`src/rtl/status_frame_tx.sv`:
```
// status_frame_tx
// Builds 8-byte telemetry/ack frames (EB 90 CS AB B4 B5 09 D7) and pushes them
// one byte at a time into the UART TX FIFO. Two sources feed the sender: an
// acknowledge of an executed command and a free-running heartbeat.
//
//  state  | meaning
//  -------+---------------------------------------------------------------
//  IDLE   | nothing in flight, waiting for ack_pend or hb_pend
//  LOAD   | snapshot CS/B4/B5 from pending source and status inputs
//  SEND   | push frame[idx] as soon as the FIFO has room
//  GAP    | one idle cycle so tf_counter reflects the last push
//  DONE   | pulse frame_done, then return to IDLE
module status_frame_tx #(
  parameter int unsigned PERIOD_CYC = 50_000_000,
  parameter int unsigned TF_DEPTH   = 16,
  parameter int unsigned CNT_W      = 5
) (
  input  logic             clk,
  input  logic             rst_n,
  input  logic             ack_req,
  input  logic [7:0]       ack_code,
  input  logic             ack_err,
  input  logic             hb_en,
  input  logic             switch,
  input  logic             power_on_a,
  input  logic             power_on_b,
  input  logic             reset_a_signal,
  input  logic             reset_b_signal,
  input  logic [CNT_W-1:0] tf_counter,
  output logic             tf_push,
  output logic [7:0]       tdr,
  output logic             busy,
  output logic             frame_done
);

  localparam int unsigned TMR_W = (PERIOD_CYC > 1) ? $clog2(PERIOD_CYC) : 1;
  localparam logic [TMR_W-1:0] TMR_TC = TMR_W'(PERIOD_CYC - 1);

  localparam logic [7:0] FR_B0 = 8'hEB;
  localparam logic [7:0] FR_B1 = 8'h90;
  localparam logic [7:0] FR_B3 = 8'hAB;
  localparam logic [7:0] FR_B6 = 8'h09;
  localparam logic [7:0] FR_B7 = 8'hD7;

  typedef enum logic [2:0] {
    S_IDLE = 3'd0,
    S_LOAD = 3'd1,
    S_SEND = 3'd2,
    S_GAP  = 3'd3,
    S_DONE = 3'd4
  } state_t;

  state_t           state_q, state_d;
  logic [2:0]       idx_q;
  logic [TMR_W-1:0] timer_q;
  logic             hb_tick;
  logic             ack_pend_q, hb_pend_q;
  logic [7:0]       ack_code_q;
  logic             ack_err_q;
  logic [7:0]       seq_q;
  logic [7:0]       cs_q, b4_q, b5_q;
  logic [7:0]       tdr_q;

  logic             load_ack;
  logic [7:0]       b4_d, b5_d, cs_d;
  logic [7:0]       cur_byte;
  logic             fifo_ok;
  logic             in_load;

  assign fifo_ok = (32'(tf_counter) < TF_DEPTH);
  assign hb_tick = hb_en && (timer_q == TMR_TC);
  assign in_load = (state_q == S_LOAD);

  // Frame fields that depend on the selected source and the live status lines;
  // only captured in LOAD, so later status changes never touch a frame in flight.
  always_comb begin
    load_ack = ack_pend_q;
    b4_d     = load_ack ? ack_code_q : seq_q;
    b5_d     = {switch, power_on_a, power_on_b, reset_a_signal, reset_b_signal,
                load_ack & ack_err_q, load_ack, 1'b0};
    cs_d     = 8'h00 - (FR_B3 + b4_d + b5_d);
  end

  // Byte selector: fixed header/trailer bytes come from constants, the rest
  // from the LOAD snapshot.
  always_comb begin
    cur_byte = FR_B0;
    case (idx_q)
      3'd0:    cur_byte = FR_B0;
      3'd1:    cur_byte = FR_B1;
      3'd2:    cur_byte = cs_q;
      3'd3:    cur_byte = FR_B3;
      3'd4:    cur_byte = b4_q;
      3'd5:    cur_byte = b5_q;
      3'd6:    cur_byte = FR_B6;
      default: cur_byte = FR_B7;
    endcase
  end

  // Next-state and strobe logic.
  always_comb begin
    state_d    = state_q;
    tf_push    = 1'b0;
    frame_done = 1'b0;
    case (state_q)
      S_IDLE: begin
        if (ack_pend_q || hb_pend_q) state_d = S_LOAD;
      end
      S_LOAD: begin
        state_d = S_SEND;
      end
      S_SEND: begin
        if (fifo_ok) begin
          tf_push = 1'b1;
          state_d = S_GAP;
        end
      end
      S_GAP: begin
        state_d = (idx_q == 3'd7) ? S_DONE : S_SEND;
      end
      S_DONE: begin
        frame_done = 1'b1;
        state_d    = S_IDLE;
      end
      default: begin
        state_d = S_IDLE;
      end
    endcase
  end

  assign busy = (state_q != S_IDLE);
  assign tdr  = tf_push ? cur_byte : tdr_q;

  // State register.
  always_ff @(posedge clk or negedge rst_n) begin
    if (!rst_n) state_q <= S_IDLE;
    else        state_q <= state_d;
  end

  // Heartbeat timer: counts while enabled, wraps at the period end.
  always_ff @(posedge clk or negedge rst_n) begin
    if (!rst_n)             timer_q <= '0;
    else if (!hb_en)        timer_q <= '0;
    else if (timer_q == TMR_TC) timer_q <= '0;
    else                    timer_q <= timer_q + 1'b1;
  end

  // Pending flags; a new request in the LOAD cycle wins over the clear so it is
  // not lost. A newer ack overwrites an unsent one.
  always_ff @(posedge clk or negedge rst_n) begin
    if (!rst_n) begin
      ack_pend_q <= 1'b0;
      ack_code_q <= '0;
      ack_err_q  <= 1'b0;
      hb_pend_q  <= 1'b0;
    end else begin
      if (ack_req) begin
        ack_pend_q <= 1'b1;
        ack_code_q <= ack_code;
        ack_err_q  <= ack_err;
      end else if (in_load && load_ack) begin
        ack_pend_q <= 1'b0;
      end
      if (hb_tick)                     hb_pend_q <= 1'b1;
      else if (in_load && !load_ack)   hb_pend_q <= 1'b0;
    end
  end

  // Frame snapshot, byte index and heartbeat sequence number.
  always_ff @(posedge clk or negedge rst_n) begin
    if (!rst_n) begin
      cs_q  <= '0;
      b4_q  <= '0;
      b5_q  <= '0;
      idx_q <= '0;
      seq_q <= '0;
    end else if (in_load) begin
      cs_q  <= cs_d;
      b4_q  <= b4_d;
      b5_q  <= b5_d;
      idx_q <= '0;
      if (!load_ack) seq_q <= seq_q + 8'd1;
    end else if ((state_q == S_GAP) && (idx_q != 3'd7)) begin
      idx_q <= idx_q + 3'd1;
    end
  end

  // Holds the last pushed byte so tdr stays stable between pushes.
  always_ff @(posedge clk or negedge rst_n) begin
    if (!rst_n)       tdr_q <= '0;
    else if (tf_push) tdr_q <= cur_byte;
  end

endmodule

```
`config.mk`:
```
export PLATFORM = sky130hd
export DESIGN_NAME = status_frame_tx
export DESIGN_NICKNAME = d
export VERILOG_FILES = /design/src/rtl/status_frame_tx.sv
export SDC_FILE = /design/constraint.sdc
export NUM_CORES = 1
export LEC_CHECK = 0
export ABC_AREA = 1
export CAP_MARGIN = 20
export CORE_MARGIN = 2
export CORE_UTILIZATION = 63
export DETAILED_ROUTE_END_ITERATION = 16
export PLACE_DENSITY = 0.85
export REMOVE_ABC_BUFFERS = 1
export SETUP_SLACK_MARGIN = 0.05
export SLEW_MARGIN = 20
export SYNTH_ARGS = -nofsm -noshare
export SYNTH_HDL_FRONTEND = slang
export SYNTH_SLANG_ARGS = --single-unit
```
`constraint.sdc`:
```
create_clock -name clk -period 5.7 [get_ports clk]
set_input_delay 1.14 -clock clk [delete_from_list [all_inputs] [get_ports clk]]
set_output_delay 1.14 -clock clk [all_outputs]
set_load 0.01 [all_outputs]
```
==> impl_metrics.env, run 1 <==
export IMPL_synth_top_area_cell="dfrtp_1"
export IMPL_fin_setup_tns_ns=0
export IMPL_seq_area_frac_synth_pct=45.5
export IMPL_cp_start_kind="input port"
export IMPL_final_cell_count_no_fill=718
export IMPL_slowest_stage="clkdlybuf4s50_1"
export IMPL_reg2reg_from="ack_pend_q$_DFFE_PN0P_"
export IMPL_whs_endpoint="ack_code_q[6]$_DFFE_PN0P_"
export IMPL_postSynthAreaPerCell_sq_um=7.69
export IMPL_cts_repair_resized=0
export IMPL_syn_inst=586
export IMPL_synth_xor_area_share_pct=3.69
export IMPL_cp_arrival_ns=2.99
export IMPL_first_pass_iters=4
export IMPL_fin_skew_ns=0.0104
export IMPL_outcome="complete, no violations"
export IMPL_routed_wl_mm=10.1
export IMPL_path_clk_slew_ns=0.08
export IMPL_vias=3875
export IMPL_regToRegSetupSlack_ns=3.09
export IMPL_p_seq_share_pct=42.0
export IMPL_rr_worst_depth=12
export IMPL_place_congestion=0.951
export IMPL_yosys_top_cells_area="dfrtp_1 46%, nand2_1 15%, nor2_1 5.9%, inv_1 5.7%, ha_1 5.3%"
export IMPL_portBuffers=29
export IMPL_cts_post_setup_buffers_inserted=0
export IMPL_grt_pass1_wl_mm=17.5
export IMPL_p_leak_uw=0.00241
export IMPL_clkPwrFrac_pct=20.2
export IMPL_cts_buffers=9
export IMPL_diodes=0
export IMPL_grt_overflow=0
export IMPL_ios=34
export IMPL_post_place_ws_ns=1.57
export IMPL_fin_ws_ns=1.57
export IMPL_path_cells="clkdlybuf4s50_1 > inv_1 > nand3_1 > inv_2 > and2_2 > a2bb2oi_1 > clkdlybuf4s50_1"
export IMPL_synth_compound_area_share_pct=7.77
export IMPL_antenna_found_initial=0
export IMPL_first_global_vias=4007
export IMPL_crit_path_frequent_cell="clkdlybuf4s50_1"
export IMPL_clk_latency_ns=0.35
export IMPL_dieArea_sq_um=7850
export IMPL_grt_start_max_net_pins=83
export IMPL_r2r_end="cs_q[7]$_DFFE_PN0P_"
export IMPL_hold_path_startpoint="ack_code_q[6]$_DFFE_PN0P_"
export IMPL_hold_viol_final=0
export IMPL_hold_path_class="reg2reg"
export IMPL_syn2layout_area_growth_pct=12.3
export IMPL_hold_depth=2
export IMPL_ys_ff_latch=82
export IMPL_syn_cell_area_sq_um=4510
export IMPL_ctsHoldBuffers=0
export IMPL_fin_nets=660
export IMPL_power_density_nw_per_um2=387
export IMPL_synthSimpleGateAreaFrac_pct=30.3
export IMPL_detailed_place_hpwl_mm=7.56
export IMPL_sw_frac_of_total_pct=38.2
export IMPL_synth_warnings=0
export IMPL_cts_root_buf="clkbuf_8"
export IMPL_slowest_delay_ns=0.58
export IMPL_max_slew_worst_pin_slew_ns=0.725
export IMPL_core_region_area_sq_um=6870
export IMPL_synth_top_family_by_area="simple AND/OR/NAND/NOR gates"
export IMPL_critPathCaptureType="output port"
export IMPL_clockBufferDepth=2
export IMPL_initial_core_util_pct=65.6
export IMPL_synth_mux_area_share_pct=0
export IMPL_power_switching_uw=749
export IMPL_dieWidth_um=88.6
export IMPL_cts_tree="yes"
export IMPL_max_freq_mhz=242
export IMPL_wl_per_cell_um=14.1
export IMPL_ctsHtreeMaxLevel=3
export IMPL_vias_per_cell=5.40
export IMPL_period_minus_slack_ns=4.13
export IMPL_peakVddDrop_mv=0.165
export IMPL_drc=0
export IMPL_dp_cells=702
export IMPL_drive_gt1_share_pct=6.11
export IMPL_yosysUniqueCellTypes=33
export IMPL_clock_sinks=82
export IMPL_synth_top_cell_area_share_pct=45.5
export IMPL_synth_adder_area_share_pct=5.72
export IMPL_grt_usage_pct=28.9
export IMPL_setup_viol=0
export IMPL_fin_hold_ws_ns=0.481
export IMPL_critPathKind="in2out"
export IMPL_crit_required_ns=4.56
export IMPL_path_max_fanout=9
export IMPL_grt_setup_unrepaired="no"
export IMPL_fin_crit_sh_pct=72.5
export IMPL_p_total_uw=1960
export IMPL_p_comb_share_pct=37.7
export IMPL_drv_cap=0
export IMPL_rows=30
export IMPL_ant_nets=0
export IMPL_slew_headroom_pct=51.7
export IMPL_fp_dieH_um=88.6
export IMPL_drt_initial_drc_count=137
export IMPL_internal_power_uw=1210
export IMPL_maxSlewViolCount=0
-- registers in the layout, summed over array words and instances, names as in the netlist --
| signal | cells |
|---|---|
| ack_code_q | 8 |
| ack_err_q | 1 |
| ack_pend_q | 1 |
| b4_q | 8 |
| b5_q | 7 |
| cs_q | 8 |
| hb_pend_q | 1 |
| idx_q | 3 |
| seq_q | 8 |
| state_q | 3 |
| tdr_q | 8 |
| timer_q | 26 |
-- cell usage in the layout, fill, tap and decap left out, types with 2 or more instances in the layout --
cell             count
clkdlybuf4s50_1     28
o21bai_1             2
nor3_1               9
ha_1                19
inv_1               69
a211oi_1             2
nand2_2              7
a21oi_1             12
nand3_1             34
xnor2_1             10
nor2_4               2
o22ai_1              2
o21ai_0             39
dfrtp_1             82
a2bb2oi_1            6
nand4_1              4
nand2_1            179
clkbuf_8            11
nor2_2               7
xor2_1               9
nor2_1              71
clkbuf_1             2
-- logic make-up after synthesis --
| family | count (synthesis) |
|---|---|
| AOI/OAI and AO/OA | 63 |
| buffers and inverters | 81 |
| DFF | 82 |
| xor gates and xnor gates | 19 |
| adders and majority gates | 20 |
| and+or+nand+nor | 321 |
-- worst max-delay path, delay by kind of cell --
family,cells,cell delay [ns]
buffers and inverters,4,1.22
AO/OA/AOI/OAI,1,0.22
AND/OR/NAND/NOR,2,0.41
-- routing by layer --
metal	vias up	routed length, um	GRT usage [%]
li1	1910	-	-
met1	1834	4360	34.9
met2	112	5110	51.0
met3	19	450	5.69
met4	0	216	11.6
met5	-	0	0
-- final cells by class --
cell class | count | area [sq um]
clock buffers | 13 | 159
clock inverters | 3 | 22.5
fillers | 548 | 1810
inverters | 71 | 267
multi-input cells | 423 | 2140
flip-flops and latches | 82 | 2050
well taps | 96 | 120
repair buffers | 30 | 299
-- through the flow --
step,util (%),cell area [sq um]
2_1_floorplan,-,4460
3_3_place_gp,71.0,4880
3_5_place_dp,71.0,4880
4_1_cts,73.6,5060
5_1_grt,73.7,5060
6_report,73.7,5060
-- Yosys cell counts --
cell type,count
a211oi_1,2
a21oi_1,12
a2bb2oi_1,6
and2_2,1
and3_1,1
buf_2,6
clkbuf_1,3
clkbuf_2,1
clkinv_1,1
dfrtp_1,82
fa_1,1
ha_1,19
inv_1,69
inv_2,1
nand2_1,179
nand2_2,7
nand2_4,1
nand3_1,34
nand3_2,1
nand4_1,4
nor2_1,71
nor2_2,7
nor2_4,2
nor2_8,1
nor3_1,9
nor3_2,1
nor3b_1,1
nor4_1,1
o21ai_0,39
o21bai_1,2
o22ai_1,2
xnor2_1,10
xor2_1,9
-- power by group through the flow --
| stage | clock network [uW] | registers [uW] | logic (uW) |
|---|---|---|---|
| after CTS | 401 | 822 | 736 |
| final | 396 | 824 | 739 |
| after global routing | 427 | 841 | 830 |
| after global placement | 0 | 827 | 689 |
| after floorplan | 0 | 802 | 487 |
| after detailed placement | 0 | 832 | 730 |
-- how the worst max path moves through the flow --
stage,end,slack (ns),depth (start not counted),startpoint
after global placement,tdr[1],1.66,7,tf_counter[4]
after detailed placement,tdr[2],1.57,7,tf_counter[4]
final,tdr[2],1.57,7,tf_counter[4]
after floorplan,tdr[1],2.66,5,tf_counter[4]
after global routing,tdr[2],1.49,7,tf_counter[4]
after CTS,tdr[2],1.56,7,tf_counter[4]
Power figures use the tool's default switching activity.
==> inputs of run 2 (changes only) <==
--- a/config.mk
+++ b/config.mk
@@ -8,9 +8,9 @@
 export ABC_AREA = 1
 export CAP_MARGIN = 20
 export CORE_MARGIN = 2
-export CORE_UTILIZATION = 63
+export CORE_UTILIZATION = 59
 export DETAILED_ROUTE_END_ITERATION = 16
-export PLACE_DENSITY = 0.85
+export PLACE_DENSITY = 0.8
 export REMOVE_ABC_BUFFERS = 1
 export SETUP_SLACK_MARGIN = 0.05
 export SLEW_MARGIN = 20
==> constraint.sdc (replaced) <==
create_clock -name clk -period 4.1 [get_ports clk]
set_input_delay 0.82 -clock clk [delete_from_list [all_inputs] [get_ports clk]]
set_output_delay 0.82 -clock clk [all_outputs]
set_load 0.01 [all_outputs]
==> impl_metrics.env, run 2 (synthesis gave the netlist of run 1 again) <==
export IMPL_outcome="complete, no violations"
export IMPL_wl_per_cell_um=13.9
export IMPL_placed_cell_area_sq_um=4880
export IMPL_largest_reg_flops=26
export IMPL_setup_viol=0
export IMPL_antenna_found_initial=0
export IMPL_ant_nets=0
export IMPL_regToRegSetupSlack_ns=1.49
export IMPL_drv_cap=0
export IMPL_ctsHtreeMaxLevel=3
export IMPL_fillers=596
export IMPL_first_global_vias=3893
export IMPL_cp_arrival_ns=2.67
export IMPL_post_route_cell_area_sq_um=5120
export IMPL_drc=0
export IMPL_cts_buffers=9
export IMPL_hold_path_class="in2async"
export IMPL_rr_worst_depth=12
export IMPL_fp_dieH_um=91.4
export IMPL_peakVddDrop_mv=0.228
export IMPL_syn2layout_area_growth_pct=13.7
export IMPL_slew_headroom_pct=52.0
export IMPL_detailed_place_hpwl_mm=7.55
export IMPL_path_clk_slew_ns=0.08
export IMPL_crit_required_ns=3.28
export IMPL_cts_post_setup_buffers_inserted=0
export IMPL_maxSlewViolCount=0
export IMPL_multi_input_area_sq_um=2140
export IMPL_routed_wl_mm=10.0
export IMPL_critPathCaptureType="output port"
export IMPL_initial_core_util_pct=61.5
export IMPL_grt_setup_unrepaired="no"
export IMPL_fin_crit_sh_pct=85.1
export IMPL_grt_overflow=0
export IMPL_fin_nets=660
export IMPL_clk_latency_ns=0.36
export IMPL_diodes=0
export IMPL_dieArea_sq_um=8350
export IMPL_grt_start_max_net_pins=83
export IMPL_regMostFlops="timer_q"
export IMPL_vias_per_cell=5.31
export IMPL_clock_sinks=82
export IMPL_max_slew_worst_pin_slew_ns=0.721
export IMPL_fin_skew_ns=0.00633
export IMPL_fin_util_pct=69.9
export IMPL_ctsHoldBuffers=0
export IMPL_rows=31
export IMPL_p_total_uw=2860
export IMPL_reg2reg_from="ack_pend_q$_DFFE_PN0P_"
export IMPL_drt_initial_drc_count=175
export IMPL_grt_usage_pct=26.8
export IMPL_seq_area_sq_um=2050
export IMPL_clockBufferDepth=2
export IMPL_power_density_nw_per_um2=559
export IMPL_r2r_end="cs_q[7]$_DFFE_PN0P_"
export IMPL_fin_setup_tns_ns=0
export IMPL_grt_pass1_wl_mm=17.9
export IMPL_critPathKind="reg2out"
export IMPL_p_leak_uw=0.00243
export IMPL_max_freq_mhz=287
export IMPL_vias=3825
export IMPL_cts_root_buf="clkbuf_8"
export IMPL_drive_gt1_share_pct=6.28
export IMPL_cts_repair_resized=0
export IMPL_most_common_layout_cells="179 x nand2_1, 82 x dfrtp_1, 71 x nor2_1"
export IMPL_dieWidth_um=91.4
export IMPL_portBuffers=29
export IMPL_place_congestion=0.924
export IMPL_hold_viol_final=0
export IMPL_first_pass_iters=4
export IMPL_period_minus_slack_ns=3.49
export IMPL_cp_start_kind="flip-flop"
export IMPL_final_common_cell="nand2_1"
export IMPL_ios=34
export IMPL_cts_tree="yes"
export IMPL_core_region_area_sq_um=7330
export IMPL_path_max_fanout=5
-- run 2: worst max-delay path by stage --
stage	startpoint	end	slack, ns
after floorplan	tf_counter[4]	tdr[1]	1.70
after global placement	tf_counter[4]	tdr[1]	0.70
after detailed placement	tf_counter[4]	tdr[6]	0.64
after CTS	tf_counter[4]	tdr[1]	0.61
after global routing	idx_q[0]$_DFFE_PN0P_	tdr[1]	0.40
final	idx_q[0]$_DFFE_PN0P_	tdr[1]	0.61
-- run 2: worst max-delay path: stages, from the launching register on --
cell	delay, ns
dfrtp_1	0.44
inv_1	0.10
ha_1	0.19
inv_1	0.06
o21ai_0	0.40
inv_1	0.14
o21ai_0	0.13
nor2_1	0.08
a2bb2oi_1	0.20
clkdlybuf4s50_1	0.58
-- run 2: layout make-up --
type                    instances  share of cell area (%)
multi-input cells             423                    41.8
flip-flops and latches         82                    40.1
repair buffers                 30                    5.84
inverters                      71                    5.20
clock buffers                   9                    2.42
well taps                      99                    2.42
clock inverters                 6                    2.25
-- run 2: report_power, final --
part           internal (uW)  switching [uW]
sequential              1000             144
clock                    404             301
combinational            422             589
-- run 2: per-layer routing --
layer  global-route usage, %  vias up  part of all wire, %  wire, um
met4                    12.1        0                  3.2       320
li1                        -     1910                    -         -
met2                    44.5       95                   48      4800
met5                       0        -                    0         0
met3                    4.48       28                  4.3       433
met1                    34.2     1792                   44      4440
-- run 2: per-stage QoR --
step	hold slack, ns	setup slack, ns	std cells
3_3_place_gp	0.460	0.703	705
3_5_place_dp	0.461	0.635	705
2_1_floorplan	0.434	1.70	576
4_1_cts	0.486	0.607	720
5_1_grt	0.507	0.404	720
6_report	0.474	0.611	720
